## src/rtl/mem_port_arbiter_pkg.sv

```systemverilog
//------------------------------------------------------------------------------
// Module  : mem_port_arbiter_pkg
// Brief   : Shared encodings for the unified I/D memory port arbiter.
// Revision: 1.0 - initial release
//------------------------------------------------------------------------------
`default_nettype none

package mem_port_arbiter_pkg;

  localparam logic [1:0]  c_mem_none  = 2'b00;
  localparam logic [1:0]  c_mem_byte  = 2'b01;
  localparam logic [1:0]  c_mem_half  = 2'b10;
  localparam logic [1:0]  c_mem_word  = 2'b11;

  localparam logic [31:0] c_nop_instr = 32'h0000_0013;

  typedef enum logic [1:0] {
    ST_IDLE    = 2'd0,
    ST_BUSY_IF = 2'd1,
    ST_BUSY_MA = 2'd2
  } arb_state_t;

  typedef enum logic {
    PORT_IF = 1'b0,
    PORT_MA = 1'b1
  } port_t;

endpackage

`default_nettype wire

```

## src/rtl/mem_timeout_counter.sv

```systemverilog
//------------------------------------------------------------------------------
// Module  : mem_timeout_counter
// Brief   : Counts request cycles without ready; o_tc flags the abort edge.
// Revision: 1.0 - initial release
//------------------------------------------------------------------------------
`default_nettype none

module mem_timeout_counter #(
  parameter int unsigned TIMEOUT_CYCLES = 255
) (
  input  logic clk,
  input  logic reset,
  input  logic i_clear,
  input  logic i_enable,
  output logic o_tc
);

  // tc fires on the edge that would bring the count up to TIMEOUT_CYCLES,
  // so mem_req is high for exactly TIMEOUT_CYCLES cycles before the abort.
  localparam logic [15:0] c_last = 16'(TIMEOUT_CYCLES - 1);

  logic [15:0] r_count;

  assign o_tc = i_enable & (r_count == c_last);

  always_ff @(posedge clk or negedge reset) begin
    if (!reset) begin
      r_count <= '0;
    end else if (i_clear) begin
      r_count <= '0;
    end else if (i_enable) begin
      r_count <= r_count + 16'd1;
    end
  end

endmodule

`default_nettype wire

```

## src/rtl/mem_port_arbiter.sv

```systemverilog
//------------------------------------------------------------------------------
// Module  : mem_port_arbiter
// Brief   : Round-robin IF/MA arbiter for a single-ported unified memory.
// Revision: 1.0 - initial release
//------------------------------------------------------------------------------
`default_nettype none

module mem_port_arbiter
  import mem_port_arbiter_pkg::*;
#(
  parameter int unsigned TIMEOUT_CYCLES = 255,
  parameter logic [31:0] NOP_INSTR      = c_nop_instr
) (
  input  logic        clk,
  input  logic        reset,
  input  logic        if_req,
  input  logic [31:0] if_addr,
  input  logic        if_flush,
  output logic [31:0] if_rdata,
  output logic        if_valid,
  input  logic [1:0]  ma_read,
  input  logic [1:0]  ma_write,
  input  logic [31:0] ma_addr,
  input  logic [31:0] ma_wdata,
  output logic [31:0] ma_rdata,
  output logic        ma_valid,
  output logic        stall_if,
  output logic        stall_ma,
  output logic        mem_req,
  output logic        mem_we,
  output logic [1:0]  mem_size,
  output logic [31:0] mem_addr,
  output logic [31:0] mem_wdata,
  input  logic [31:0] mem_rdata,
  input  logic        mem_ready,
  output logic        timeout_err
);

  arb_state_t  r_state, w_state_nxt;
  port_t       r_last_grant;
  logic        r_mem_req, r_mem_we;
  logic [1:0]  r_mem_size;
  logic [31:0] r_mem_addr, r_mem_wdata;
  logic [31:0] r_if_rdata, r_ma_rdata;
  logic        r_if_valid, r_ma_valid, r_kill, r_timeout_err;

  logic        w_ma_active, w_ma_we;
  logic [1:0]  w_ma_size;
  logic        w_grant_if, w_grant_ma;
  logic        w_tc, w_ready, w_done, w_if_drop;

  assign w_ma_active = (ma_read != c_mem_none) | (ma_write != c_mem_none);
  assign w_ma_we     = (ma_write != c_mem_none);
  assign w_ma_size   = w_ma_we ? ma_write : ma_read;

  // Gated by reset so every output reads 0 while reset is asserted.
  assign stall_if = reset & if_req & ~r_if_valid;
  assign stall_ma = reset & w_ma_active & ~r_ma_valid;

  assign w_ready   = r_mem_req & mem_ready;
  assign w_done    = w_ready | w_tc;
  assign w_if_drop = r_kill | if_flush;

  mem_timeout_counter #(
    .TIMEOUT_CYCLES (TIMEOUT_CYCLES)
  ) u_timeout (
    .clk      (clk),
    .reset    (reset),
    .i_clear  (w_grant_if | w_grant_ma),
    .i_enable (r_mem_req & ~mem_ready),
    .o_tc     (w_tc)
  );

  // A port only competes while it is stalled, so a port pulsing valid is
  // never re-granted with its stale operands.
  always_comb begin
    w_state_nxt = r_state;
    w_grant_if  = 1'b0;
    w_grant_ma  = 1'b0;
    case (r_state)
      ST_IDLE: begin
        if (stall_if && stall_ma) begin
          if (r_last_grant == PORT_IF) w_grant_ma = 1'b1;
          else                         w_grant_if = 1'b1;
        end else begin
          w_grant_if = stall_if;
          w_grant_ma = stall_ma;
        end
        if (w_grant_if)      w_state_nxt = ST_BUSY_IF;
        else if (w_grant_ma) w_state_nxt = ST_BUSY_MA;
      end
      ST_BUSY_IF, ST_BUSY_MA: begin
        if (w_done) w_state_nxt = ST_IDLE;
      end
      default: w_state_nxt = ST_IDLE;
    endcase
  end

  always_ff @(posedge clk or negedge reset) begin
    if (!reset) r_state <= ST_IDLE;
    else        r_state <= w_state_nxt;
  end

  always_ff @(posedge clk or negedge reset) begin
    if (!reset) begin
      r_last_grant  <= PORT_IF;
      r_mem_req     <= 1'b0;
      r_mem_we      <= 1'b0;
      r_mem_size    <= c_mem_none;
      r_mem_addr    <= '0;
      r_mem_wdata   <= '0;
      r_if_rdata    <= '0;
      r_ma_rdata    <= '0;
      r_if_valid    <= 1'b0;
      r_ma_valid    <= 1'b0;
      r_kill        <= 1'b0;
      r_timeout_err <= 1'b0;
    end else begin
      r_if_valid <= 1'b0;
      r_ma_valid <= 1'b0;

      if (w_grant_if) begin
        r_mem_req    <= 1'b1;
        r_mem_we     <= 1'b0;
        r_mem_size   <= c_mem_word;
        r_mem_addr   <= if_addr;
        r_mem_wdata  <= '0;
        r_last_grant <= PORT_IF;
      end else if (w_grant_ma) begin
        r_mem_req    <= 1'b1;
        r_mem_we     <= w_ma_we;
        r_mem_size   <= w_ma_size;
        r_mem_addr   <= ma_addr;
        r_mem_wdata  <= ma_wdata;
        r_last_grant <= PORT_MA;
      end else if (w_done) begin
        r_mem_req <= 1'b0;
      end

      if (w_tc) r_timeout_err <= 1'b1;

      // A killed fetch still finishes on the bus but never reaches IF.
      if (r_state == ST_BUSY_IF) begin
        if (w_done) begin
          r_kill <= 1'b0;
          if (!w_if_drop) begin
            r_if_valid <= 1'b1;
            r_if_rdata <= w_ready ? mem_rdata : NOP_INSTR;
          end
        end else if (if_flush) begin
          r_kill <= 1'b1;
        end
      end

      if ((r_state == ST_BUSY_MA) && w_done) begin
        r_ma_valid <= 1'b1;
        if (!r_mem_we) r_ma_rdata <= w_ready ? mem_rdata : '0;
      end
    end
  end

  assign mem_req     = r_mem_req;
  assign mem_we      = r_mem_we;
  assign mem_size    = r_mem_size;
  assign mem_addr    = r_mem_addr;
  assign mem_wdata   = r_mem_wdata;
  assign if_rdata    = r_if_rdata;
  assign if_valid    = r_if_valid;
  assign ma_rdata    = r_ma_rdata;
  assign ma_valid    = r_ma_valid;
  assign timeout_err = r_timeout_err;

endmodule

`default_nettype wire

```

## config.mk

```make
export PLATFORM = sky130hd
export DESIGN_NAME = mem_port_arbiter
export DESIGN_NICKNAME = d
export VERILOG_FILES = /design/src/rtl/mem_port_arbiter_pkg.sv /design/src/rtl/mem_timeout_counter.sv /design/src/rtl/mem_port_arbiter.sv
export SDC_FILE = /design/constraint.sdc
export NUM_CORES = 1
export LEC_CHECK = 0
export CORE_MARGIN = 8
export CORE_UTILIZATION = 27
export CTS_CLUSTER_DIAMETER = 120
export CTS_CLUSTER_SIZE = 12
export DETAILED_ROUTE_END_ITERATION = 12
export GPL_ROUTABILITY_DRIVEN = 0
export MAX_ROUTING_LAYER = met4
export PLACE_DENSITY = 0.59
export SKIP_LAST_GASP = 1
export SYNTH_ARGS = -nofsm -noshare
export SYNTH_HDL_FRONTEND = slang
export SYNTH_HIERARCHICAL = 1
export SYNTH_SLANG_ARGS = --single-unit
```

## constraint.sdc

```tcl
create_clock -name clk -period 4.3 [get_ports clk]
set_input_delay 0.645 -clock clk [delete_from_list [all_inputs] [get_ports clk]]
set_output_delay 0.645 -clock clk [all_outputs]
set_load 0.05 [all_outputs]
```

### Word-level counts from Yosys, hierarchy flattened

Cells that the tools add are included.

| word-level totals | value |
|---|---|
| word-level logic and storage cells | 86 |
| output and inout port bits | 137 |
| flip-flop bits (word level) | 155 |

| cells by class | value |
|---|---|
| $add $sub $neg | 1 |
| equality and inequality tests | 5 |
| reduce and logical (&&, ||, !) cells | 14 |
| multiplexer cells | 36 |
| bitwise operators | 16 |

Operators by type and width:

| kind | number |
|---|---|
| 2-to-1 mux 32 bit | 6 |
| 2-to-1 mux 16 bit | 2 |
| 2-to-1 mux 1 bit | 21 |
| adder 16 x 1 -> 16 bit (second input constant) | 1 |
| == test 16 x 8 -> 1 bit (second input constant) | 1 |
| 2-to-1 mux 2 bit | 6 |
| nonzero test 2 bit | 5 |
| AND 1 bit | 7 |
| AND reduction 2 bit | 3 |
| NOT 1 bit | 5 |
| OR 1 bit | 4 |
| one-hot mux 2 bit (2 select lines) | 1 |
| != test 3 x 1 -> 1 bit (second input constant) | 1 |
| AND reduction 3 bit | 1 |
| nonzero test 3 bit | 1 |
| == test 2 x 1 -> 1 bit (second input constant) | 1 |
| == test 2 bit (second input constant) | 1 |
| logical AND 1 bit | 2 |
| zero test 2 bit | 1 |
| != test 2 bit (second input constant) | 1 |
| OR reduction 2 bit | 1 |

### Logic depth before layout (Yosys ltp)

| logic depth | value |
|---|---|
| depth in word-level cells | 10 |
| gate-level depth with buffers | 12 |
| mapped depth without buffers | 9 |

### Cells and area by module

Netlist, hierarchy kept.

Modules (own cells, without submodules):

| module | area an instance (sq um) | times used | cells an instance |
|---|---|---|---|
| mem_port_arbiter | 5987.0 | 1 | 427 |
| mem_timeout_counter | 865.8 | 1 | 90 |

### Worst setup path before layout

No wires, ideal clock.

| timing path | value |
|---|---|
| path kind | register to register |
| from | reg r_mem_req (netlist: mem_req) |
| to | reg r_if_rdata[25] (netlist: if_rdata[25]) |
| setup time | 0.125 ns |
| slack | 1.091 ns |
| buffers on the path | 4 |
| arrival | 3.083 ns |
| clock period less this slack | 3.209 ns |
| stages on the path, launching flop included | 13 |
| cells stage by stage | dfrtp_1 clkbuf_1 nand2b_1 inv_1 buf_2 nor4b_1 nand4_1 nor3_1 a21oi_2 or4b_1 buf_6 buf_8 mux2_4 |

| between the ends | value |
|---|---|
| longest elaborated chain between the ends | 4 |

RTL lines:

| item | RTL line | text |
|---|---|---|
| start, declared | mem_port_arbiter.sv:41 | `logic r_mem_req, r_mem_we;` |
| start signal, assigned | mem_port_arbiter.sv:107 | `r_mem_req <= 1'b0;` |
| start signal, assigned | mem_port_arbiter.sv:123 | `r_mem_req <= 1'b1;` |
| start signal, assigned | mem_port_arbiter.sv:130 | `r_mem_req <= 1'b1;` |
| AND 1 bit | mem_port_arbiter.sv:70 | `.i_enable (r_mem_req & ~mem_ready),` |
| AND 1 bit | mem_timeout_counter.sv:24 | `assign o_tc = i_enable & (r_count == c_last);` |
| net w_tc | mem_port_arbiter.sv:50 | `logic w_tc, w_ready, w_done, w_if_drop;` |
| OR 1 bit | mem_port_arbiter.sv:61 | `assign w_done = w_ready \| w_tc;` |
| AND reduction 3 bit (no source line) | -- |  |
| end signal, assigned | mem_port_arbiter.sv:148 | `r_if_rdata <= w_ready ? mem_rdata : NOP_INSTR;` |
| end, declared | mem_port_arbiter.sv:44 | `logic [31:0] r_if_rdata, r_ma_rdata;` |

The timed path passes the listed nets, and every way through them passes these cells.
A chain may end at the register's enable or synchronous reset.

### Worst setup path in the final report

| timing path | value |
|---|---|
| from | in mem_ready |
| to | reg r_if_rdata[31] (netlist: if_rdata[31]) |

| between the ends | value |
|---|---|
| longest elaborated chain between the ends | 5 |

RTL lines:

| item | RTL line | text |
|---|---|---|
| start, declared | mem_port_arbiter.sv:35 | `input logic mem_ready,` |
| NOT 1 bit | mem_port_arbiter.sv:70 |  |
| AND 1 bit | mem_port_arbiter.sv:70 |  |
| AND 1 bit | mem_timeout_counter.sv:24 |  |
| net w_tc | mem_port_arbiter.sv:50 |  |
| OR 1 bit | mem_port_arbiter.sv:61 |  |
| AND reduction 3 bit (no source line) | -- |  |

The timed path passes the listed nets, and every way through them passes these cells.

==> reports/metrics.yaml <==
status: "finished clean"
dp_hpwl_um: 16140
drv_cap: 0
synth_top_flop_cell: "dfrtp_1"
clockBufferDepth: 2
grt_start_max_net_pins: 68
wirelength_um: 23310
antenna_found_initial: 0
numCtsBuffers: 17
dp_cells: 1087
grt_usage_pct: 15.33
nets: 918
io_pins: 274
synth_cells: 517
min_path_type: "in2async"
cts_tree: "built"
portBuffers: 273
final_cells: 1119
drv_slew: 0
ff2ff_path_depth: 8
final_area_mm2: 0.01047
ctsResizeCount: 0
die_w_um: 175.3
postCtsSetupBuffers: 0
worstSkewPairLatency_ps: 430
end_kind: "flip-flop"
first_iter_violations: 360
gr-total-overflow: 0
timing.rr.end: "if_rdata[31]"
synth_area_leader_cell: "dfrtp_1"
hold_viol_final: 0
htree_levels: 4
dpl-instance-area_mm2: 0.009891
fmax_ghz: 0.2977
avgRoutedWirePerCell_um: 20.83
synth_top_area_share_pct: 56.60
p_per_area_mw_per_mm2: 763.8
insertedDiodeCount: 0
grt_setup_unrepaired: "no"
cp_data_arrival_time_ps: 3660
worstMarginPinSlew_ps: 848.0
setup_viol_count_final: 0
ys_warn_count: 6
final_common_cell: "clkdlybuf4s50_1"
clock_skew_ps: 13.58
initial_core_util_pct: 27.37
firstDrtPassIters: 4
vdd_ir_drop_max_mv: 0.3072
postSynthAreaPerCell_um2: 13.25
ctsHoldBuffers: 0
grt_pass1_wl_um: 35670
syn2layout_area_growth_pct: 52.84
vias_per_cell: 4.798
timing.rr.start: "u_timeout/r_count[0]"
synth_edf_count: 0
synth_area_leaders: "dfrtp_1 (57%), mux2_4 (5.7%), mux2_2 (5.6%)"
ys_ff_latch: 155
row_count: 58
drc: 0
async_flop_share_pct: 100.0
ff2ff_setup_slack_ps: 1140
clock_sinks: 155
finalCritPeriodShare_pct: 78.12
clk_pin_slew_ps: 70
ys_seq_area_share_pct: 56.60
drtAntennaViolNets: 0
final_layout_size_suffix_gt1_share_pct: 15.08
worstPathMaxFanout: 33
syn_area_mm2: 0.006853
p_leak_nw: 4.737
maxSlewHeadroom_pct: 43.47
dieArea_mm2: 0.03074
vias: 5369
grt_pass1_vias: 5674
clock-root-buffer: "clkbuf_16"
synth_nets: 659
criticalPathCategory: "in2reg"
ys_types: 53
dieHeight_um: 175.3
core-area_mm2: 0.02504
crit_path_start_kind: "input pin"
utilization_pct: 41.83
finalSetupTns_ps: 0
mostFrequentLayoutCells: "clkdlybuf4s50_1 (271), dfrtp_1 (155), mux2_2 (34)"
period_needed_ps: 3359
cp.required_ps: 4600
nFillCells: 2372
[worst max path at each step]
stage,to,from,slack (ps),cells after the start
2_1_floorplan,if_rdata[25],mem_req,1090,12
3_3_place_gp,if_rdata[31],mem_ready,560,10
4_1_cts,if_rdata[2],mem_ready,940,10
3_5_place_dp,if_rdata[2],mem_ready,500,10
5_1_grt,if_rdata[31],mem_ready,690,10
6_report,if_rdata[31],mem_ready,940,10
[synthesized netlist by cell type, drive strengths merged (2+ instances only)]
| cell | instances |
|---|---|
| a221o | 32 |
| clkbuf | 26 |
| xnor2 | 8 |
| nor3 | 6 |
| o221ai | 2 |
| a21oi | 7 |
| buf | 20 |
| o211ai | 3 |
| mux2i | 3 |
| nand2b | 2 |
| nor2 | 22 |
| and3 | 32 |
| or4 | 2 |
| dfrtp | 155 |
| mux2 | 63 |
| nor2b | 5 |
| nand3 | 5 |
| or3 | 2 |
| o311a | 32 |
| ha | 5 |
| o32a | 2 |
| inv | 15 |
| xor2 | 2 |
| o21ai | 3 |
| nor4 | 5 |
| a22o | 32 |
| nand2 | 6 |
| or4b | 2 |
| nand4 | 5 |
| and4b | 2 |
[routing by layer]
layer  vias to the layer above  track usage (%)  share of wire (%)
met5                         -                -                  0
met4                         0            4.910                2.0
met3                        24            4.166                5.9
met2                       152            24.85                 50
met1                      2697            18.32                 42
li1                       2496                -                  -
[cell type report]
type	instances	area [um2]	share of cell area [%]
repair buffers	286	2841	27.13
multi-input cells	301	2701	25.79
flip-flops and latches	155	3879	37.03
well taps	330	412.9	3.942
clock inverters	12	126.4	1.207
inverters	15	56.30	0.5376
clock buffers	20	456.7	4.360
[sequential cells by signal, summed over array words and instances (netlist names), 2 cells and up]
| name | flops |
|---|---|
| mem_wdata | 32 |
| if_rdata | 32 |
| mem_size | 2 |
| mem_addr | 32 |
| ma_rdata | 32 |
| u_timeout/r_count | 16 |
| r_state | 2 |
[where the power goes]
part	leakage, nW	switching [mW]	total, mW	internal (mW)
Clock	0.281	0.650	1.49	0.845
Sequential	2.02	0.296	2.27	1.97
Combinational	2.43	2.72	4.24	1.52
[per-stage QoR]
step	worst slack (ps)	power [mW]	hold WS, ps
floorplan	1091	5.011	349.4
global placement	555.4	6.551	457.9
detailed placement	496.1	6.572	456.2
CTS	941.8	8.110	107.2
global route	687.8	8.385	110.6
finish	940.6	8.000	112.1
[cell families (layout without fill, tap and decap cells)]
kind of cell             count (synthesis)  after routing  synth area share [%]
flip-flops                             155            155                 56.60
AO/OA/AOI/OAI                          119            119                 16.03
AND/OR/NAND/NOR                        101            101                 8.599
multiplexers                            66             66                 12.21
buffers and inverters                   61            333                 4.364
XOR/XNOR                                10             10                 1.278
adder cells (fa/ha/maj)                  5              5                0.9129
[critical path, stage by stage]
cell and delay, ps:
clkdlybuf4s50_1 410, nand2b_1 160, inv_1 210, nor4b_1 270, nand4_1 130, nor3_1 330, a21oi_2 140, or4b_2 630
buf_4 330, mux2_1 380
Power figures use the tool's default switching activity.
